--- config.mk ---
export PLATFORM = sky130hd
export DESIGN_NAME = axi_read_arbiter
export DESIGN_NICKNAME = d
export VERILOG_FILES = /design/src/rtl/axi_read_arbiter.sv
export SDC_FILE = /design/constraint.sdc
export NUM_CORES = 1
export LEC_CHECK = 0
export ABC_AREA = 1
export CORE_MARGIN = 2
export CORE_UTILIZATION = 48
export CTS_BUF_LIST = sky130_fd_sc_hd__clkbuf_8
export CTS_CLUSTER_SIZE = 20
export DETAILED_ROUTE_END_ITERATION = 16
export PLACE_DENSITY = 0.82
export SKIP_CTS_REPAIR_TIMING = 1
export SLEW_MARGIN = 5
export SYNTH_ARGS = -nofsm -noshare
export SYNTH_HDL_FRONTEND = slang
export SYNTH_SLANG_ARGS = --single-unit
--- constraint.sdc ---
create_clock -name ACLK -period 1.5 [get_ports ACLK]
set_clock_uncertainty 0.15 [all_clocks]
set_input_delay 0.3 -clock ACLK [delete_from_list [all_inputs] [get_ports ACLK]]
set_output_delay 0.3 -clock ACLK [all_outputs]
set_load 0.05 [all_outputs]
--- src/rtl/axi_read_arbiter.sv ---
// -----------------------------------------------------------------------------
// axi_read_arbiter
//
// Read-channel scheduler for one slave port of the AXI interconnect. Two
// masters (M0, M1) compete for the slave's AR channel under round-robin. The
// winner keeps the slave's R channel until its RLAST beat is accepted. Each
// burst's beat count is checked against the ARLEN captured at the AR handshake.
//
// The block only moves handshakes. Address and data payloads pass through
// external muxes that are steered by grant_sel. The same signal supplies the
// master-ID prefix for the slave-side ID.
//
// Ports
//   ACLK, ARESETn          clock, synchronous active-low reset
//   ARVALID_Mx, ARLEN_Mx   address request and burst length-1 from master x
//   ARREADY_Mx             AR accept back to master x
//   ARVALID_S, ARREADY_S   AR handshake toward the slave
//   RVALID_S, RLAST_S      read data valid / last beat from the slave
//   RREADY_S               read ready toward the slave
//   RVALID_Mx, RREADY_Mx   R handshake toward master x
//   grant_sel              owning master (0=M0, 1=M1)
//   busy                   high while a grant is in progress (state != IDLE)
//   len_err, err_clr       sticky burst-length mismatch flag and its clear
// -----------------------------------------------------------------------------
module axi_read_arbiter #(
    parameter int LEN_BITS = 4
) (
    input  logic                ACLK,
    input  logic                ARESETn,

    input  logic                ARVALID_M0,
    input  logic [LEN_BITS-1:0] ARLEN_M0,
    output logic                ARREADY_M0,

    input  logic                ARVALID_M1,
    input  logic [LEN_BITS-1:0] ARLEN_M1,
    output logic                ARREADY_M1,

    output logic                ARVALID_S,
    input  logic                ARREADY_S,

    input  logic                RVALID_S,
    input  logic                RLAST_S,
    output logic                RREADY_S,

    output logic                RVALID_M0,
    input  logic                RREADY_M0,
    output logic                RVALID_M1,
    input  logic                RREADY_M1,

    output logic                grant_sel,
    output logic                busy,
    output logic                len_err,
    input  logic                err_clr
);

    typedef enum logic [1:0] {
        ST_IDLE = 2'd0,
        ST_ADDR = 2'd1,
        ST_DATA = 2'd2
    } state_t;

    localparam logic [LEN_BITS-1:0] BEAT_MAX = {LEN_BITS{1'b1}};

    state_t              r_state;
    logic                r_grant;
    logic                r_last_grant;
    logic [LEN_BITS-1:0] r_beat_cnt;
    logic [LEN_BITS-1:0] r_len_q;
    logic                r_len_err;

    logic                w_arvalid_g;
    logic [LEN_BITS-1:0] w_arlen_g;
    logic                w_rready_g;
    logic                w_in_addr;
    logic                w_in_data;
    logic                w_ar_hs;
    logic                w_r_hs;
    logic                w_len_mismatch;
    logic [1:0]          w_arready_m;
    logic [1:0]          w_rvalid_m;

    // Signals of whichever master currently owns the port.
    assign w_arvalid_g = r_grant ? ARVALID_M1 : ARVALID_M0;
    assign w_arlen_g   = r_grant ? ARLEN_M1   : ARLEN_M0;
    assign w_rready_g  = r_grant ? RREADY_M1  : RREADY_M0;

    assign w_in_addr = (r_state == ST_ADDR);
    assign w_in_data = (r_state == ST_DATA);

    assign w_ar_hs = w_in_addr & w_arvalid_g & ARREADY_S;
    assign w_r_hs  = w_in_data & RVALID_S & w_rready_g;

    // A last beat must arrive exactly at beat len_q. A non-last beat at
    // beat len_q means the slave overran the requested length.
    assign w_len_mismatch = w_r_hs & (RLAST_S ? (r_beat_cnt != r_len_q)
                                              : (r_beat_cnt == r_len_q));

    // Per-master handshake fan-out. Only the granted master sees the slave.
    // The AR and R fan-outs are gated by different states. This keeps the AR
    // inputs from ever reaching the R outputs.
    for (genvar gi = 0; gi < 2; gi++) begin : g_master
        assign w_arready_m[gi] = w_in_addr & (r_grant == 1'(gi)) & ARREADY_S;
        assign w_rvalid_m[gi]  = w_in_data & (r_grant == 1'(gi)) & RVALID_S;
    end

    assign ARREADY_M0 = w_arready_m[0];
    assign ARREADY_M1 = w_arready_m[1];
    assign RVALID_M0  = w_rvalid_m[0];
    assign RVALID_M1  = w_rvalid_m[1];
    assign ARVALID_S  = w_in_addr & w_arvalid_g;
    assign RREADY_S   = w_in_data & w_rready_g;

    assign grant_sel = r_grant;
    assign busy      = (r_state != ST_IDLE);
    assign len_err   = r_len_err;

    always_ff @(posedge ACLK) begin
        if (!ARESETn) begin
            r_state      <= ST_IDLE;
            r_grant      <= 1'b0;
            r_last_grant <= 1'b1;   // M0 wins the first tie
            r_beat_cnt   <= '0;
            r_len_q      <= '0;
            r_len_err    <= 1'b0;
        end else begin
            case (r_state)
                ST_IDLE: begin
                    // Arbitration takes one cycle. The grant is registered
                    // here and ARVALID_S is raised in ADDR.
                    if (ARVALID_M0 && ARVALID_M1) begin
                        r_grant <= ~r_last_grant;
                        r_state <= ST_ADDR;
                    end else if (ARVALID_M0) begin
                        r_grant <= 1'b0;
                        r_state <= ST_ADDR;
                    end else if (ARVALID_M1) begin
                        r_grant <= 1'b1;
                        r_state <= ST_ADDR;
                    end
                end

                ST_ADDR: begin
                    if (!w_arvalid_g) begin
                        // The request was withdrawn before it was accepted.
                        // Fairness history is left alone.
                        r_state <= ST_IDLE;
                    end else if (ARREADY_S) begin
                        r_len_q      <= w_arlen_g;
                        r_beat_cnt   <= '0;
                        r_last_grant <= r_grant;
                        r_state      <= ST_DATA;
                    end
                end

                ST_DATA: begin
                    // Only RLAST ends the burst. A length error is flagged
                    // but the R lock is kept until the slave finishes.
                    if (w_r_hs) begin
                        if (RLAST_S) begin
                            r_state <= ST_IDLE;
                        end else if (r_beat_cnt != BEAT_MAX) begin
                            r_beat_cnt <= r_beat_cnt + 1'b1;
                        end
                    end
                end

                default: r_state <= ST_IDLE;
            endcase

            // Setting has priority over clearing, so an error in the
            // clearing cycle is not lost.
            if (w_len_mismatch) begin
                r_len_err <= 1'b1;
            end else if (err_clr) begin
                r_len_err <= 1'b0;
            end
        end
    end

endmodule

==> Flow_metrics.wiki <==
{| class="wikitable"
! Metric !! Value
|-
| Clock latency of the later-clocked register in the worst-skew pair || 0.25 ns
|-
| Filler Cell Count || 65
|-
| Syn nets || between 150 and 200
|-
| Pwr dens || 747 nW/um^2
|-
| Final HPWL from detailed placement || ~2.1 mm
|-
| Net count reported at finish || 206
|-
| Crit share post-route || 1.12
|-
| Number of nets with antenna violations after detailed routing || 0
|-
| Overall overflow remaining after global route || 0
|-
| Slew Viols, Final || 0
|-
| Register cell area after layout || roughly 280 sq um
|-
| Number of core rows || 15
|-
| Min-Delay Endpoint || r_beat_cnt[0]
|-
| Worst-margin pin slew || about 0.36 ns
|-
| Routability Congestion || 0.865
|-
| Total Routing Usage GR || 0.258
|-
| Leakage power || 0.738 nW
|-
| Depth of the worst register-to-register path || 7
|-
| DRC violations left || 0
|-
| Synth Register Bits || 13
|-
| Area of the multi-input gates || 642 sq um
|-
| Final critical-path setup slack || -0.173 ns
|-
| Via count of the routed design || 1,268
|-
| Cell with the largest stage delay on the worst path || sky130_fd_sc_hd__dfxtp_4
|-
| Diode insertion count for antenna repair || 0
|-
| Max incr delay on CP || 0.36 ns
|-
| Share of cells above drive strength 1 || 0.419
|-
| Synthesis Warnings || 0
|-
| Max VDD drop || between 700 and 800 uV
|-
| Number of I/O port buffers || 26
|-
| Min-delay src || r_beat_cnt[0]
|-
| Synth Cell Area || 891 sq um
|-
| Maximum capacitance violations || 0
|-
| R2R setup slack || -0.11 ns
|-
| Final wirelength || 4.07 mm
|-
| Biggest area consumer among synthesized cells || sky130_fd_sc_hd__dfxtp_1
|-
| Crit Path Class || flip-flop to primary output
|-
| Number of distinct library cells after synthesis || 22
|-
| Most prevalent standard cell on the critical path || sky130_fd_sc_hd__nor2_4
|-
| Critical path startpoint category || flip-flop
|-
| Number of global-route vias before repair || 920
|-
| Die width || ~47 um
|-
| Launch point of the worst reg-to-reg path || r_beat_cnt[1]
|-
| Failing checks || negative setup slack
|-
| Share of the synthesized area in the top cell type || 0.292
|-
| Initial Utilization || 0.510
|-
| Number of failing setup endpoints in the final timing report || 15
|-
| Synthesized instance count || 139
|-
| Sequential-to-total area share from yosys stat || 0.292
|-
| Syn avg cell area || ~6.4 sq um
|-
| Smallest hold slack || approximately 0.37 ns
|-
| Total clock buffers created by CTS || 3
|-
| Worst endpoint required time || roughly 1.1 ns
|-
| Via-per-instance ratio || 6.01
|-
| Wire length of the first global-routing pass || 4.01 mm
|-
| Pin count of the biggest net entering global routing || 12
|-
| Most common library cell in the layout ignoring fill and taps || sky130_fd_sc_hd__nand2_1
|-
| Root cell of the clock tree || sky130_fd_sc_hd__clkbuf_8
|-
| Die height || 47.1 um
|-
| Maximum count of clock buffers along a single path || 2
|-
| Run status || complete, but fails checks
|-
| Setup repair after global routing missed its margin || true
|-
| CP Cell Sequence || inv_4 -> nand2_4 -> nor2_4 -> inv_2 -> nor2_4 -> buf_12
|-
| Minimum clock period || ~1.7 ns
|-
| Clock-pin slew reported for the worst setup and hold paths after clock tree synthesis || around 0.06 ns
|-
| Area Growth Syn to Fin || 81.9%
|-
| Max-slew headroom at the worst pin || 0.758
|-
| Number of antenna violations at the first check in global routing || 0
|-
| Violation count after the first detailed-route iteration || 112
|-
| Biggest area contributors in the synthesized netlist || sky130_fd_sc_hd__dfxtp_1, sky130_fd_sc_hd__nand2_1, sky130_fd_sc_hd__inv_1
|-
| Post-Route Setup TNS || -1.11 ns
|-
| CTS tree || built
|-
| Detailed-route wire length per cell || a little under 20 um
|-
| Sort of element at the end of the critical path || primary output
|-
| Count of clock tree sinks || 13
|-
| Most frequent cells in the layout || sky130_fd_sc_hd__nand2_1, sky130_fd_sc_hd__inv_1, sky130_fd_sc_hd__buf_4, sky130_fd_sc_hd__clkdlybuf4s50_1
|-
| Endpoint of the most critical register-to-register path || r_beat_cnt[1]
|-
| Fmax achieved || 0.598 GHz
|-
| Final hold violations || 0
|-
| Die footprint || roughly 2200 sq um
|-
| Core Footprint || roughly 1700 sq um
|-
| Data arrival at the endpoint of the critical path || 1.22 ns
|-
| Biggest fanout along the worst timing path || 3
|-
| H-Tree Level Count || 1
|-
| Class of the tightest hold or removal check || flip-flop to flip-flop
|-
| # IOs || 27
|-
| First-pass detailed-route iteration total || 8
|-
| Count of cells along the worst hold path || 2
|}
[per-layer routing]
metal / GRT usage / part of all wire
met5: 0 / 0
met4: 0.0500 / 0.083
met3: 0.0692 / 0.094
met2: 0.477 / 0.48
met1: 0.298 / 0.34
[synth_stat cells (all sizes together)]
| cell | number |
|---|---|
| a21oi | 7 |
| a31oi | 4 |
| buf | 1 |
| dfxtp | 13 |
| ha | 1 |
| inv | 26 |
| nand2 | 48 |
| nand3 | 9 |
| nand4 | 5 |
| nor2 | 16 |
| o211ai | 1 |
| o21a | 1 |
| o21ai | 7 |
[cell type report]
cell class,instances,share of cell area
Tap cell,25,0.0193
Timing Repair Buffer,44,0.319
Clock inverter,1,0.00232
Clock buffer,3,0.0255
Multi-Input combinational cell,99,0.396
Sequential cell,13,0.170
Inverter,26,0.0680
[critical path: cells and delay by family (launching register included)]
kind | cells | cell delay [ns]
AND/OR/NAND/NOR | 3 | 0.32
flip-flops | 1 | 0.36
buffers and inverters | 3 | 0.29
[cells by family after synthesis]
family          Yosys count  share of synthesized area
compound gates           20                      0.128
fa+ha+maj                 1                     0.0140
buf+inv                  27                      0.125
flops                    13                      0.292
simple gates             78                      0.441
[worst max-delay path by stage]
stage	startpoint	end	slack [ns]	depth (start not counted)
global route	r_beat_cnt[0]	len_err	-0.25	8
finish	r_state[0]	RVALID_M1	-0.17	6
detailed placement	ARVALID_M1	r_len_q[1]	-0.30	8
floorplan	grant_sel	ARVALID_S	-0.06	5
CTS	ARVALID_M1	ARVALID_S	-0.26	6
global placement	ARREADY_S	r_last_grant	-0.26	7
[state kept, by name, summed over array words and instances, names as in the netlist]
register	cells
len_err	1
grant_sel	1
r_len_q	4
r_last_grant	1
r_state	2
r_beat_cnt	4
[where the power goes]
part           switching [mW]  internal (mW)  leakage, nW  total [mW]
logic                   0.281          0.215        0.601       0.496
registers              0.0330          0.365        0.109       0.398
clock network           0.135          0.181       0.0269       0.316
[metrics by stage]
step | area (sq um) | utilization | worst slack [ns] | std cells | total power, mW
final | 1620 | 0.928 | -0.173 | 211 | 1.21
after global routing | 1620 | 0.928 | -0.255 | 211 | 1.25
after CTS | 1430 | 0.821 | -0.258 | 201 | 1.08
after detailed placement | 1390 | 0.795 | -0.302 | 197 | 0.785
after global placement | 1390 | 0.795 | -0.265 | 197 | 0.767
after floorplan | 948 | - | -0.0563 | 139 | 0.613
(Power assumes the default switching activity.)
